===== config.mk =====
export PLATFORM = sky130hd
export DESIGN_NAME = boot_loader_sequencer_flat
export DESIGN_NICKNAME = d
export VERILOG_FILES = /design/src/rtl/boot_loader_sequencer_if.sv /design/src/rtl/boot_loader_sequencer.sv /design/src/flat_wrapper.sv
export SDC_FILE = /design/constraint.sdc
export NUM_CORES = 1
export LEC_CHECK = 0
export CORE_MARGIN = 10
export CORE_UTILIZATION = 34
export CTS_BUF_LIST = sky130_fd_sc_hd__clkbuf_16
export DETAILED_ROUTE_END_ITERATION = 8
export PLACE_DENSITY_LB_ADDON = 0.08
export SYNTH_ARGS = -nofsm -noshare
export SYNTH_HDL_FRONTEND = slang
export SYNTH_SLANG_ARGS = --single-unit

===== constraint.sdc =====
create_clock -name clk -period 4.95 [get_ports clk]
set_clock_uncertainty 0.05 [all_clocks]
set_input_delay 0.99 -clock clk [delete_from_list [all_inputs] [get_ports clk]]
set_output_delay 0.99 -clock clk [all_outputs]
set_load 0.01 [all_outputs]

===== src/rtl/boot_loader_sequencer_if.sv =====
// Byte-link and program-memory write bus used by the boot loader sequencer.
//   rx_valid/rx_data     : received UART byte, one-cycle pulse, no backpressure
//   tx_valid/tx_data     : byte offered to the UART transmitter
//   tx_ready             : transmitter accepts the offered byte this cycle
//   program_memory_write_*: one-cycle word write strobe, word address, data
// master: the sequencer side.  slave: the UART / memory environment side.
interface boot_loader_sequencer_if #(
    parameter int unsigned PROGRAM_MEMORY_ADDRESS_BITWIDTH = 15
);
    logic                                       rx_valid;
    logic [7:0]                                 rx_data;
    logic                                       tx_ready;
    logic                                       tx_valid;
    logic [7:0]                                 tx_data;
    logic                                       program_memory_write_enable;
    logic [PROGRAM_MEMORY_ADDRESS_BITWIDTH-1:0] program_memory_write_address;
    logic [31:0]                                program_memory_write_data;

    modport master (
        input  rx_valid,
        input  rx_data,
        input  tx_ready,
        output tx_valid,
        output tx_data,
        output program_memory_write_enable,
        output program_memory_write_address,
        output program_memory_write_data
    );

    modport slave (
        output rx_valid,
        output rx_data,
        output tx_ready,
        input  tx_valid,
        input  tx_data,
        input  program_memory_write_enable,
        input  program_memory_write_address,
        input  program_memory_write_data
    );
endinterface


===== src/rtl/boot_loader_sequencer.sv =====
// Power-up program loader over the UART byte link.
// Sends 0x99, receives a 32-bit little-endian byte count, streams that many bytes into
// program memory as little-endian 32-bit words, sends 0xAA, then holds boot_done.
// Ports:
//   clk, reset_n : clock and asynchronous active-low reset
//   restart      : pulse, honoured only once loading is done; reruns the whole sequence
//   bus          : byte link and program-memory write port (master side)
//   loading      : high while receiving the size and the program
//   overflow     : sticky, program exceeded 2^W words (excess writes dropped)
//   boot_done    : high once the 0xAA acknowledge has been accepted
// The interface instance must use the same PROGRAM_MEMORY_ADDRESS_BITWIDTH as this module.
module boot_loader_sequencer #(
    parameter int unsigned PROGRAM_MEMORY_ADDRESS_BITWIDTH = 15
) (
    input  logic                           clk,
    input  logic                           reset_n,
    input  logic                           restart,
    boot_loader_sequencer_if.master        bus,
    output logic                           loading,
    output logic                           overflow,
    output logic                           boot_done
);
    localparam int unsigned W = PROGRAM_MEMORY_ADDRESS_BITWIDTH;

    typedef enum logic [2:0] {
        StReset,
        StSend99,
        StRecvSize,
        StRecvProg,
        StSendAa,
        StDone
    } state_e;

    state_e         state_q;
    logic [31:0]    size_q;
    logic [31:0]    byte_cnt_q;
    logic [31:0]    word_q;
    logic [W-1:0]   addr_q;
    logic           addr_full_q;  // every address has been written; further words overflow
    logic           last_q;       // final byte taken; its write cycle is in progress

    logic [31:0]    byte_cnt_inc;
    logic [31:0]    word_merged;
    logic [31:0]    size_merged;
    logic           final_byte;
    logic           word_complete;

    always_comb begin
        byte_cnt_inc  = byte_cnt_q + 32'd1;
        // Lane comes from the byte counter; the word register is cleared after every write,
        // so a short final word keeps its unreceived upper bytes zero.
        word_merged   = word_q | ({24'd0, bus.rx_data} << {byte_cnt_q[1:0], 3'b000});
        size_merged   = {bus.rx_data, size_q[23:0]};
        final_byte    = (byte_cnt_inc == size_q);
        word_complete = (byte_cnt_q[1:0] == 2'd3);
    end

    always_ff @(posedge clk or negedge reset_n) begin
        if (!reset_n) begin
            state_q                          <= StReset;
            size_q                           <= '0;
            byte_cnt_q                       <= '0;
            word_q                           <= '0;
            addr_q                           <= '0;
            addr_full_q                      <= 1'b0;
            last_q                           <= 1'b0;
            bus.tx_valid                     <= 1'b0;
            bus.tx_data                      <= 8'h00;
            bus.program_memory_write_enable  <= 1'b0;
            bus.program_memory_write_address <= '0;
            bus.program_memory_write_data    <= '0;
            loading                          <= 1'b0;
            overflow                         <= 1'b0;
            boot_done                        <= 1'b0;
        end else begin
            bus.program_memory_write_enable <= 1'b0;
            unique case (state_q)
                StReset: begin
                    state_q      <= StSend99;
                    bus.tx_valid <= 1'b1;
                    bus.tx_data  <= 8'h99;
                end
                StSend99: begin
                    if (bus.tx_ready) begin
                        state_q      <= StRecvSize;
                        bus.tx_valid <= 1'b0;
                        bus.tx_data  <= 8'h00;
                        loading      <= 1'b1;
                    end
                end
                StRecvSize: begin
                    if (bus.rx_valid) begin
                        size_q[{byte_cnt_q[1:0], 3'b000} +: 8] <= bus.rx_data;
                        if (byte_cnt_q[1:0] == 2'd3) begin
                            byte_cnt_q <= '0;
                            if (size_merged != 32'd0) begin
                                state_q <= StRecvProg;
                            end else begin
                                state_q      <= StSendAa;
                                bus.tx_valid <= 1'b1;
                                bus.tx_data  <= 8'hAA;
                                loading      <= 1'b0;
                            end
                        end else begin
                            byte_cnt_q <= byte_cnt_inc;
                        end
                    end
                end
                StRecvProg: begin
                    if (last_q) begin
                        // Edge ending the final write cycle; the counter equals size, so
                        // no further bytes are taken.
                        last_q       <= 1'b0;
                        state_q      <= StSendAa;
                        bus.tx_valid <= 1'b1;
                        bus.tx_data  <= 8'hAA;
                        loading      <= 1'b0;
                    end else if (bus.rx_valid) begin
                        byte_cnt_q <= byte_cnt_inc;
                        if (word_complete || final_byte) begin
                            word_q <= '0;
                            if (addr_full_q) begin
                                overflow <= 1'b1;
                            end else begin
                                bus.program_memory_write_enable  <= 1'b1;
                                bus.program_memory_write_address <= addr_q;
                                bus.program_memory_write_data    <= word_merged;
                                addr_q                           <= addr_q + 1'b1;
                                if (&addr_q) begin
                                    addr_full_q <= 1'b1;
                                end
                            end
                            if (final_byte) begin
                                last_q <= 1'b1;
                            end
                        end else begin
                            word_q <= word_merged;
                        end
                    end
                end
                StSendAa: begin
                    if (bus.tx_ready) begin
                        state_q      <= StDone;
                        bus.tx_valid <= 1'b0;
                        bus.tx_data  <= 8'h00;
                        boot_done    <= 1'b1;
                    end
                end
                StDone: begin
                    if (restart) begin
                        state_q      <= StSend99;
                        size_q       <= '0;
                        byte_cnt_q   <= '0;
                        word_q       <= '0;
                        addr_q       <= '0;
                        addr_full_q  <= 1'b0;
                        last_q       <= 1'b0;
                        overflow     <= 1'b0;
                        boot_done    <= 1'b0;
                        bus.tx_valid <= 1'b1;
                        bus.tx_data  <= 8'h99;
                    end
                end
                default: begin
                    state_q <= StReset;
                end
            endcase
        end
    end
endmodule


===== src/flat_wrapper.sv =====
// flat-port wrapper written by rule: the top's interface ports become plain ports
module boot_loader_sequencer_flat 
#(
    parameter int unsigned PROGRAM_MEMORY_ADDRESS_BITWIDTH = 15
)
  (clk, reset_n, restart, loading, overflow, boot_done, bus_rx_valid, bus_rx_data, bus_tx_ready, bus_tx_valid, bus_tx_data, bus_program_memory_write_enable, bus_program_memory_write_address, bus_program_memory_write_data);
  boot_loader_sequencer_if #(.PROGRAM_MEMORY_ADDRESS_BITWIDTH(PROGRAM_MEMORY_ADDRESS_BITWIDTH)) bus_i ();
  input  logic clk;
  input  logic reset_n;
  input  logic restart;
  output logic loading;
  output logic overflow;
  output logic boot_done;
  input wire logic [$bits(bus_i.rx_valid)-1:0] bus_rx_valid;
  input wire logic [$bits(bus_i.rx_data)-1:0] bus_rx_data;
  input wire logic [$bits(bus_i.tx_ready)-1:0] bus_tx_ready;
  output wire logic [$bits(bus_i.tx_valid)-1:0] bus_tx_valid;
  output wire logic [$bits(bus_i.tx_data)-1:0] bus_tx_data;
  output wire logic [$bits(bus_i.program_memory_write_enable)-1:0] bus_program_memory_write_enable;
  output wire logic [$bits(bus_i.program_memory_write_address)-1:0] bus_program_memory_write_address;
  output wire logic [$bits(bus_i.program_memory_write_data)-1:0] bus_program_memory_write_data;
  assign bus_i.rx_valid = bus_rx_valid;
  assign bus_i.rx_data = bus_rx_data;
  assign bus_i.tx_ready = bus_tx_ready;
  assign bus_tx_valid = bus_i.tx_valid;
  assign bus_tx_data = bus_i.tx_data;
  assign bus_program_memory_write_enable = bus_i.program_memory_write_enable;
  assign bus_program_memory_write_address = bus_i.program_memory_write_address;
  assign bus_program_memory_write_data = bus_i.program_memory_write_data;
  boot_loader_sequencer #(.PROGRAM_MEMORY_ADDRESS_BITWIDTH(PROGRAM_MEMORY_ADDRESS_BITWIDTH)) u_core (.clk(clk), .reset_n(reset_n), .restart(restart), .bus(bus_i), .loading(loading), .overflow(overflow), .boot_done(boot_done));
endmodule

==> results.tsv, run 1 <==
stage	metric	value	unit
run_status	outcome	completed	
timing	rsz0062_at_grt	no	
floorplan	dieArea	33100	sq um
timing	timing.fmax	234	MHz
floorplan	rows	59	
timing	min_period_over_period	86.4	%
logic_synthesis	synth_mux_area_share	6.10	%
floorplan	core	25900	sq um
worst_setup_path	ff2ff_setup_slack	0.67	ns
clock_tree	cts_num_sinks	171	
route	drt_first_pass_iters	5	
cells_and_area	final_nets	1021	
power	power	5460	uW
logic_synthesis	synthArstFlopShare	100	%
clock_tree	clk_pin_slew	0.08	ns
logic_synthesis	ys_ff_latch	171	
global_route	grt_max_degree	75	
logic_synthesis	synth_adder_area_share	0.954	%
power	leakage	0.00455	uW
clock_tree	ctsRootBufferMaster	clkbuf_16	
clock_tree	cts_max_level	4	
logic_synthesis	synthCells	961	
clock_tree	cts_made_buffers	17	
route	routed_via_density	5.32	
clock_tree	post_cts_buffers	0	
floorplan	pin_count	73	
placement	place_congestion	0.824	
cells_and_area	fin_cells	1350	
worst_setup_path	crit_arrival	4.57	ns
clock_tree	cts_resized	0	
route	wl_per_cell	19.0	um
logic_synthesis	yosys.area.top_type_share	48.0	%
worst_hold_path	hold_depth	1	
clock_tree	holdBufCountCts	0	
worst_setup_path	end_kind	register	
logic_synthesis	synth_compound_area_share	16.6	%
global_route	grtUsageTotal	15.6	%
worst_setup_path	cpMaxStageDelayCell	dfrtp_1	
cells_and_area	utilization	40.4	%
worst_setup_path	crit_family	simple AND/OR/NAND/NOR gates	
clock_tree	clkLatencyLatePin	0.43	ns
worst_setup_path	crit_top_cell	buf_4	
clock_tree	cts_tree	yes	
route	dr.first_iter.drc_count	488	
floorplan	die_w	182	um
power	ir_drop	0.000293	V
timing	drv_slew	0	
logic_synthesis	synth_warnings	0	
placement	dp_hpwl	17600	um
timing	tns	0	ns
floorplan	start_util	34.4	%
logic_synthesis	yosys-top-cells-area	dfrtp_1, o21ai_0, a21oi_1, nand2_1, mux2i_1	
timing	period_needed	4.28	ns
worst_setup_path	timing.rr.start	u_core.byte_cnt_q[1]	
timing	slew_headroom	32.9	%
placement	io_buffers	70	
route	wirelength	25600	um
worst_setup_path	crit_start	u_core.byte_cnt_q[1]	
global_route	grt_overflow	0	
logic_synthesis	dominantRegCellSynth	dfrtp_1	
worst_setup_path	path_max_fanout	36	
timing	worstMarginPinSlew	0.995	ns
worst_setup_path	cp.required	5.25	ns
logic_synthesis	yosys-top-cells-count	dfrtp_1, o21ai_0, nand2_1	
logic_synthesis	syn_area	8920	sq um
worst_setup_path	endpoint	u_core.bus.program_memory_write_data[7]	
power	powerDensity	523	nW/um^2
placement	placed_cells	1318	
floorplan	die_h	182	um
route	ant_nets	0	
timing	fin_ws	0.675	ns
logic_synthesis	ys_seq_area_share	48.0	%
clock_tree	cts_max_path_buffers	2	
cells_and_area	diodes	0	
worst_setup_path	r2r_cells	13	
worst_setup_path	r2r-end	u_core.bus.program_memory_write_data[7]	
timing	finalSetupViolCount	0	
logic_synthesis	synth_edf_count	0	
worst_setup_path	cp-start-kind	register	
worst_setup_path	crit_buf_inv	3	
logic_synthesis	synth_simple_gate_area_share	17.7	%
logic_synthesis	postSynthAreaPerCell	9.28	sq um
worst_hold_path	hold_path.class	register to register	
worst_setup_path	crit_type	register to register	
timing	hold_viol	0	
global_route	grt_pass1_vias	7198	
cells_and_area	drive_gt1_share	8.47	%
job	drv_cap	0	
route	drc	0	
logic_synthesis	synth_xor_area_share	4.81	%
worst_setup_path	worst-path-stages	13	
placement	place_ws	0.704	ns
logic_synthesis	synth_top_cell_by_area	dfrtp_1	
worst_setup_path	max_stage_delay	0.59	ns
global_route	grt_pass1_wl	42200	um
logic_synthesis	synth_most_common_cell	dfrtp_1	
worst_setup_path	crit_chain	ha_1 > nand3_1 > buf_4 > or4_1 > nor4_1 > buf_4 > and2_1 > xnor2_1 > nand4_1 > or3b_1 > a21o_1 > inv_4 > mux2i_1	
logic_synthesis	synth_top_family_by_area	simple AND/OR/NAND/NOR gates	
global_route	grt_antenna_before_repair	0	
route	vias	7178	
cells_and_area	areaGrowthSynthToFinish	17.2	%
logic_synthesis	yosysUniqueCellTypes	58	
-- cell families (layout without fill, tap and decap cells) --
group | count (synthesis) | after routing
buffers and inverters | 115 | 168
adder cells (fa/ha/maj) | 7 | 7
multiplexers | 49 | 49
other | 1 | 2
AND/OR/NAND/NOR | 318 | 318
flip-flops | 171 | 171
XOR/XNOR | 49 | 49
AO/OA/AOI/OAI | 251 | 251
-- metal layers --
metal  routed length [um]  part of all wire [%]  vias to the layer above  track usage [%]
li1                     -                     -                     3468                -
met1                12300                    48                     3566             21.7
met2                12100                    47                      131             24.5
met3                 1030                   4.0                       13             3.06
met4                  244                  0.95                        0             3.29
met5                    0                     0                        -                0
-- layout by cell type, fill, tap and decap left out, drive strengths merged, types with 6 or more instances in the layout --
master / Yosys / layout
nor2b: 13 / 13
nor2: 83 / 83
and2: 7 / 7
nand2: 93 / 93
o21ai: 94 / 94
a31oi: 23 / 23
buf: 21 / 21
clkdlybuf4s50: 0 / 69
inv: 46 / 52
o31ai: 29 / 29
a21oi: 72 / 72
clkinv: 0 / 8
nor3: 15 / 15
nor4: 15 / 15
clkbuf: 48 / 17
and3: 15 / 15
nand3: 30 / 30
mux2: 16 / 16
nand2b: 8 / 8
dfrtp: 171 / 171
xnor2: 29 / 29
nand4: 17 / 17
ha: 6 / 6
xor2: 20 / 20
a22o: 8 / 8
mux2i: 33 / 33
-- metrics by stage --
step           hold slack (ns)  cell area (sq um)
3_5_place_dp             0.436               9860
5_1_grt                  0.467              10500
4_1_cts                  0.454              10500
2_1_floorplan            0.410               8930
6_report                 0.449              10500
3_3_place_gp             0.425               9860
-- worst register-to-register path, stage by stage, from the launching register on --
cell and delay [ns]:
dfrtp_1 0.59, ha_1 0.35, nand3_1 0.10, buf_4 0.19, or4_1 0.58, nor4_1 0.28, buf_4 0.16, and2_1 0.20
xnor2_1 0.16, nand4_1 0.11, or3b_1 0.47, a21o_1 0.25, inv_4 0.42, mux2i_1 0.29
-- power breakdown --
group,leakage (uW),internal [uW],total (uW),switching [uW]
clock,0.000287,682,1350,673
sequential,0.00220,1760,2080,320
combinational,0.00206,859,2030,1170
total,0.00455,3300,5460,2170
-- layout make-up --
| type | instances | area [sq um] |
|---|---|---|
| Tap cell | 335 | 419 |
| Sequential cell | 171 | 4280 |
| Clock inverter | 15 | 173 |
| Inverter | 46 | 175 |
| Multi-Input combinational cell | 676 | 4130 |
| Fill cell | 2617 | 15500 |
| Timing Repair Buffer | 90 | 852 |
| Clock buffer | 17 | 425 |
-- worst min path at each step --
stage / slack, ns / end / start
CTS: 0.45 / u_core.loading / u_core.loading
global route: 0.47 / u_core.word_q[13] / u_core.word_q[13]
floorplan: 0.41 / u_core.addr_q[13] / u_core.addr_q[13]
detailed placement: 0.44 / u_core.word_q[15] / u_core.word_q[15]
global placement: 0.43 / u_core.loading / u_core.loading
finish: 0.45 / u_core.loading / u_core.loading
-- sequential cells by signal, indices dropped and copies added (netlist names) --
name and cells:
u_core.bus.program_memory_write_enable 1, u_core.last_q 1, u_core.byte_cnt_q 32, u_core.bus.program_memory_write_address 15
u_core.size_q 32, u_core.bus.tx_data 3, u_core.addr_full_q 1, u_core.bus.tx_valid 1
u_core.overflow 1, u_core.word_q 32, u_core.boot_done 1, u_core.bus.program_memory_write_data 32
u_core.state_q 3, u_core.addr_q 15, u_core.loading 1
Power figures use the tool's default switching activity.
==> run 2: changes to the inputs <==
--- a/config.mk
+++ b/config.mk
@@ -7,7 +7,6 @@
 export LEC_CHECK = 0
 export CORE_MARGIN = 10
 export CORE_UTILIZATION = 34
-export CTS_BUF_LIST = sky130_fd_sc_hd__clkbuf_16
 export DETAILED_ROUTE_END_ITERATION = 8
 export PLACE_DENSITY_LB_ADDON = 0.08
 export SYNTH_ARGS = -nofsm -noshare
==> results.tsv, run 2 (synthesis gave the netlist of run 1 again) <==
stage	metric	value	unit	change
run_status	outcome	completed		unchanged
global_route	grt_pass1_wl	42100	um	was 42200 um
timing	drv_slew	0		unchanged
worst_hold_path	hold_path.class	register to register		unchanged
cells_and_area	mostFrequentLayoutCells	dfrtp_1, o21ai_0, nand2_1		unchanged
clock_tree	cts_resized	0		unchanged
clock_tree	cts_max_level	4		unchanged
cells_and_area	postLayoutCellArea	10500	sq um	about the same
power	ir_drop	0.000292	V	was 0.000293 V
timing	timing.fmax	234	MHz	about the same
floorplan	pin_count	73		unchanged
clock_tree	clkLatencyLatePin	0.43	ns	about the same
worst_setup_path	crit_type	register to register		unchanged
worst_setup_path	cpMaxStageDelayCell	dfrtp_1		unchanged
job	drv_cap	0		unchanged
floorplan	rows	59		unchanged
worst_setup_path	timing.rr.start	u_core.byte_cnt_q[1]		unchanged
route	drc	0		unchanged
floorplan	core	25900	sq um	unchanged
cells_and_area	fillers	2616		was 2617
route	drt_first_pass_iters	6		was 5
timing	min_period_over_period	86.3	%	was 86.4%
clock_tree	ctsRootBufferMaster	clkbuf_16		unchanged
timing	finalSetupViolCount	0		unchanged
route	vias	7170		was 7178
worst_setup_path	r2r_cells	13		unchanged
clock_tree	clk_pin_slew	0.08	ns	about the same
timing	worstMarginPinSlew	0.991	ns	was 0.995 ns
route	wl_per_cell	19.0	um	about the same
cells_and_area	fin_cells	1350		unchanged
timing	rsz0062_at_grt	no		unchanged
timing	period_needed	4.27	ns	was 4.28 ns
cells_and_area	drive_gt1_share	8.57	%	was 8.47%
clock_tree	holdBufCountCts	0		unchanged
global_route	grtUsageTotal	15.6	%	about the same
worst_setup_path	end_kind	register		unchanged
worst_setup_path	r2r-end	u_core.bus.program_memory_write_data[7]		unchanged
timing	slew_headroom	33.2	%	was 32.9%
worst_setup_path	cp.required	5.25	ns	about the same
route	ant_nets	0		unchanged
worst_hold_path	hold_depth	1		unchanged
worst_setup_path	crit_chain	ha_1 > nand3_1 > buf_4 > or4_1 > nor4_1 > buf_4 > and2_1 > xnor2_1 > nand4_1 > or3b_1 > a21o_1 > inv_4 > mux2i_1		unchanged
placement	dp_hpwl	17600	um	unchanged
worst_setup_path	path_max_fanout	36		unchanged
placement	placed_cells	1318		unchanged
global_route	grt_max_degree	75		unchanged
clock_tree	cts_num_sinks	171		unchanged
worst_setup_path	cp-start-kind	register		unchanged
placement	place_congestion	0.824		unchanged
power	powerDensity	523	nW/um^2	about the same
cells_and_area	areaGrowthSynthToFinish	17.3	%	was 17.2%
route	routed_via_density	5.31		was 5.32
floorplan	die_w	182	um	unchanged
worst_setup_path	crit_buf_inv	3		unchanged
worst_setup_path	max_stage_delay	0.59	ns	about the same
clock_tree	cts_tree	yes		unchanged
placement	io_buffers	70		unchanged
clock_tree	cts_made_buffers	17		unchanged
worst_setup_path	crit_family	simple AND/OR/NAND/NOR gates		unchanged
worst_setup_path	worst-path-stages	13		unchanged
worst_setup_path	ff2ff_setup_slack	0.68	ns	was 0.67 ns
worst_setup_path	crit_arrival	4.57	ns	about the same
timing	tns	0	ns	unchanged
worst_setup_path	crit_top_cell	buf_4		unchanged
floorplan	dieArea	33100	sq um	unchanged
cells_and_area	layout_commonest_cell	dfrtp_1		unchanged
clock_tree	post_cts_buffers	0		unchanged
cells_and_area	final_nets	1021		unchanged
timing	hold_viol	0		unchanged
route	dr.first_iter.drc_count	462		was 488
global_route	grt_overflow	0		unchanged
global_route	grt_antenna_before_repair	0		unchanged
route	wirelength	25600	um	about the same
worst_hold_path	min_to	u_core.loading		unchanged
worst_hold_path	hold_start	u_core.loading		unchanged
clock_tree	cts_max_path_buffers	2		unchanged
placement	place_area	9860	sq um	unchanged
power	leakage	0.00455	uW	about the same
cells_and_area	diodes	0		unchanged
global_route	grt_pass1_vias	7200		was 7198
floorplan	die_h	182	um	unchanged
floorplan	start_util	34.4	%	unchanged
## run 2: cell count changes in the layout (fill, tap and decap cells not counted), sizes merged
| cell | before | now |
|---|---|---|
| clkbuf | 17 | 18 |
| clkinv | 8 | 7 |
## run 2: report_power, final
group | leakage [uW] | switching (uW) | internal, uW | total (uW)
Sequential | 0.00220 | 322 | 1760 | 2080
Combinational | 0.00206 | 1170 | 859 | 2030
Clock | 0.000293 | 671 | 697 | 1370
## run 2: worst max-delay path by stage
stage / from / endpoint / slack [ns]
2_1_floorplan: u_core.byte_cnt_q[0] / u_core.bus.program_memory_write_address[10] / 1.21
3_3_place_gp: u_core.byte_cnt_q[1] / u_core.bus.program_memory_write_data[19] / 0.80
3_5_place_dp: u_core.byte_cnt_q[1] / u_core.bus.program_memory_write_data[19] / 0.70
4_1_cts: u_core.byte_cnt_q[1] / u_core.bus.program_memory_write_data[7] / 0.69
5_1_grt: u_core.byte_cnt_q[1] / u_core.bus.program_memory_write_data[5] / 0.25
6_report: u_core.byte_cnt_q[1] / u_core.bus.program_memory_write_data[7] / 0.68
## run 2: metal layers
layer,wire length (um),part of all wire [%],track usage [%]
met5,0,0,0
met4,244,0.95,3.29
met3,1070,4.2,3.06
met2,12100,47,24.5
met1,12200,48,21.7
## run 2: final cells by class
class                      count  area [sq um]  area share, %
multi-input combinational    676          4130           39.5
sequential                   171          4280           40.9
inverter                      46           175           1.67
tap                          335           419           4.00
timing repair buffer          90           852           8.14
clock inverter                14           169           1.61
clock buffer                  18           439           4.20
## run 2: through the flow
stage                     setup WS (ns)  power [uW]  hold WS, ns  util (%)
final                             0.680        5480        0.449      40.4
after global routing              0.254        5890        0.467      40.4
after CTS                         0.695        5550        0.454      40.4
after detailed placement          0.704        4160        0.436      38.1
after global placement            0.798        4160        0.425      38.1
after floorplan                    1.21        3290        0.410         -
==> run 3: changes to the inputs <==
==> constraint.sdc (replaced) <==
create_clock -name clk -period 3.93 [get_ports clk]
set_clock_uncertainty 0.05 [all_clocks]
set_input_delay 0.786 -clock clk [delete_from_list [all_inputs] [get_ports clk]]
set_output_delay 0.786 -clock clk [all_outputs]
set_load 0.01 [all_outputs]
==> results.tsv, run 3 (synthesis gave the netlist of run 1 again) <==
stage	metric	value	unit	change
timing	worstMarginPinSlew	1.05	ns	was 0.991 ns
floorplan	die_h	182	um	unchanged
worst_setup_path	end_kind	register		unchanged
timing	slew_headroom	29.4	%	was 33.2%
route	drt-met1-wl	12400	um	was 12200 um
worst_setup_path	timing.rr.start	u_core.byte_cnt_q[7]		was u_core.byte_cnt_q[1]
worst_setup_path	cp-start-kind	register		unchanged
floorplan	start_util	34.4	%	unchanged
placement	place_area	10100	sq um	was 9860 sq um
cells_and_area	seqCellArea	4280	sq um	unchanged
route	wl_per_cell	18.8	um	was 19.0 um
route	highest_layer	met4		unchanged
global_route	grt_antenna_before_repair	0		unchanged
clock_tree	ctsRootBufferMaster	clkbuf_16		unchanged
clock_tree	cts_num_sinks	171		unchanged
cells_and_area	fillers	2611		was 2616
route	wl_met2	12300	um	was 12100 um
clock_tree	clk_pin_slew	0.08	ns	about the same
route	routed_via_density	5.21		was 5.31
run_status	outcome	completed		unchanged
clock_tree	cts_made_buffers	17		unchanged
timing	timing.fmax	272	MHz	was 234 MHz
clock_tree	holdBufCountCts	0		unchanged
worst_setup_path	path_max_fanout	26		was 36
placement	place_congestion	0.846		was 0.824
cells_and_area	postLayoutCellArea	10800	sq um	was 10500 sq um
timing	drv_slew	0		unchanged
timing	finalSetupViolCount	0		unchanged
worst_setup_path	ff2ff_setup_slack	0.25	ns	was 0.68 ns
timing	period_needed	3.68	ns	was 4.27 ns
worst_setup_path	cp.required	4.22	ns	was 5.25 ns
global_route	grt_max_degree	66		was 75
clock_tree	clkLatencyLatePin	0.43	ns	about the same
route	ant_nets	0		unchanged
floorplan	die_w	182	um	unchanged
power	ir_drop	0.000289	V	was 0.000292 V
global_route	grtUsageTotal	15.7	%	was 15.6%
route	wirelength	26000	um	was 25600 um
clock_tree	cts_max_path_buffers	2		unchanged
global_route	grt_pass1_vias	7316		was 7200
timing	tns	0	ns	unchanged
global_route	grt_overflow	0		unchanged
placement	dp_hpwl	18400	um	was 17600 um
job	drv_cap	0		unchanged
route	drc	0		unchanged
timing	hold_viol	0		unchanged
cells_and_area	multi_input_area	4140	sq um	was 4130 sq um
cells_and_area	drive_gt1_share	11.2	%	was 8.57%
cells_and_area	diodes	0		unchanged
clock_tree	cts_resized	0		unchanged
clock_tree	cts_max_level	4		unchanged
cells_and_area	areaGrowthSynthToFinish	20.5	%	was 17.3%
route	met3_length	974	um	was 1070 um
floorplan	dieArea	33100	sq um	unchanged
floorplan	core	25900	sq um	unchanged
placement	io_buffers	70		unchanged
worst_hold_path	hold_path.class	input pin to asynchronous set/reset pin		was register to register
worst_setup_path	crit_type	register to register		unchanged
clock_tree	post_cts_buffers	0		unchanged
cells_and_area	layout_commonest_cell	dfrtp_1		unchanged
cells_and_area	mostFrequentLayoutCells	dfrtp_1, o21ai_0, nand2_1		unchanged
power	powerDensity	655	nW/um^2	was 523 nW/um^2
power	leakage	0.00472	uW	was 0.00455 uW
clock_tree	cts_tree	yes		unchanged
route	drt_first_pass_iters	5		was 6
timing	min_period_over_period	93.6	%	was 86.3%
power	power	7050	uW	was 5480 uW
worst_setup_path	crit_arrival	3.96	ns	was 4.57 ns
route	dr.first_iter.drc_count	535		was 462
timing	rsz0062_at_grt	no		unchanged
floorplan	rows	59		unchanged
worst_setup_path	crit_start	u_core.byte_cnt_q[7]		was u_core.byte_cnt_q[1]
floorplan	pin_count	73		unchanged
cells_and_area	final_nets	1050		was 1021
global_route	grt_pass1_wl	42000	um	was 42100 um
route	vias	7187		was 7170
[run 3: cell type report]
class | count | area share, %
multi-input cells | 676 | 38.5
clock buffers | 17 | 3.96
well taps | 335 | 3.90
clock inverters | 15 | 1.85
repair buffers | 119 | 10.4
inverters | 46 | 1.63
flip-flops and latches | 171 | 39.8
[run 3: worst paths after layout]
kind	endpoint	cells past startpoint
max reg2reg	u_core.addr_q[6]	11
max	u_core.addr_q[6]	11
max in group asynchronous	u_core.word_q[9]	2
min	u_core.bus.tx_data[5]	1
min reg2reg	u_core.bus.tx_valid	2
min in group clk	u_core.bus.tx_valid	2
[run 3: critical path, cell delays in order, from the launching register on]
cell	delay, ns
dfrtp_1	0.52
nand4_2	0.18
or4_1	0.69
buf_4	0.23
nor3_4	0.18
xnor2_1	0.10
nor4_2	0.24
nand3_1	0.16
or3b_4	0.46
a21o_1	0.25
buf_12	0.19
o41ai_2	0.32
[run 3: through the flow]
step | setup slack (ns) | utilization (%) | hold WS, ns | std cells
final | 0.253 | 41.5 | 0.279 | 1379
after global routing | 0.0383 | 41.5 | 0.324 | 1379
after CTS | 0.181 | 41.5 | 0.309 | 1379
after detailed placement | 0.184 | 39.1 | 0.434 | 1347
after global placement | 0.251 | 39.1 | 0.425 | 1347
after floorplan | 0.188 | - | 0.410 | 962
[run 3: power breakdown]
group          switching (uW)  internal (uW)
logic                    1530           1140
clock network             847            924
registers                 383           2220
[run 3: layer usage]
metal,up-vias,GRT usage [%]
met5,-,0
met4,0,3.74
met3,18,3.24
met2,109,25.2
met1,3545,21.1
li1,3515,-
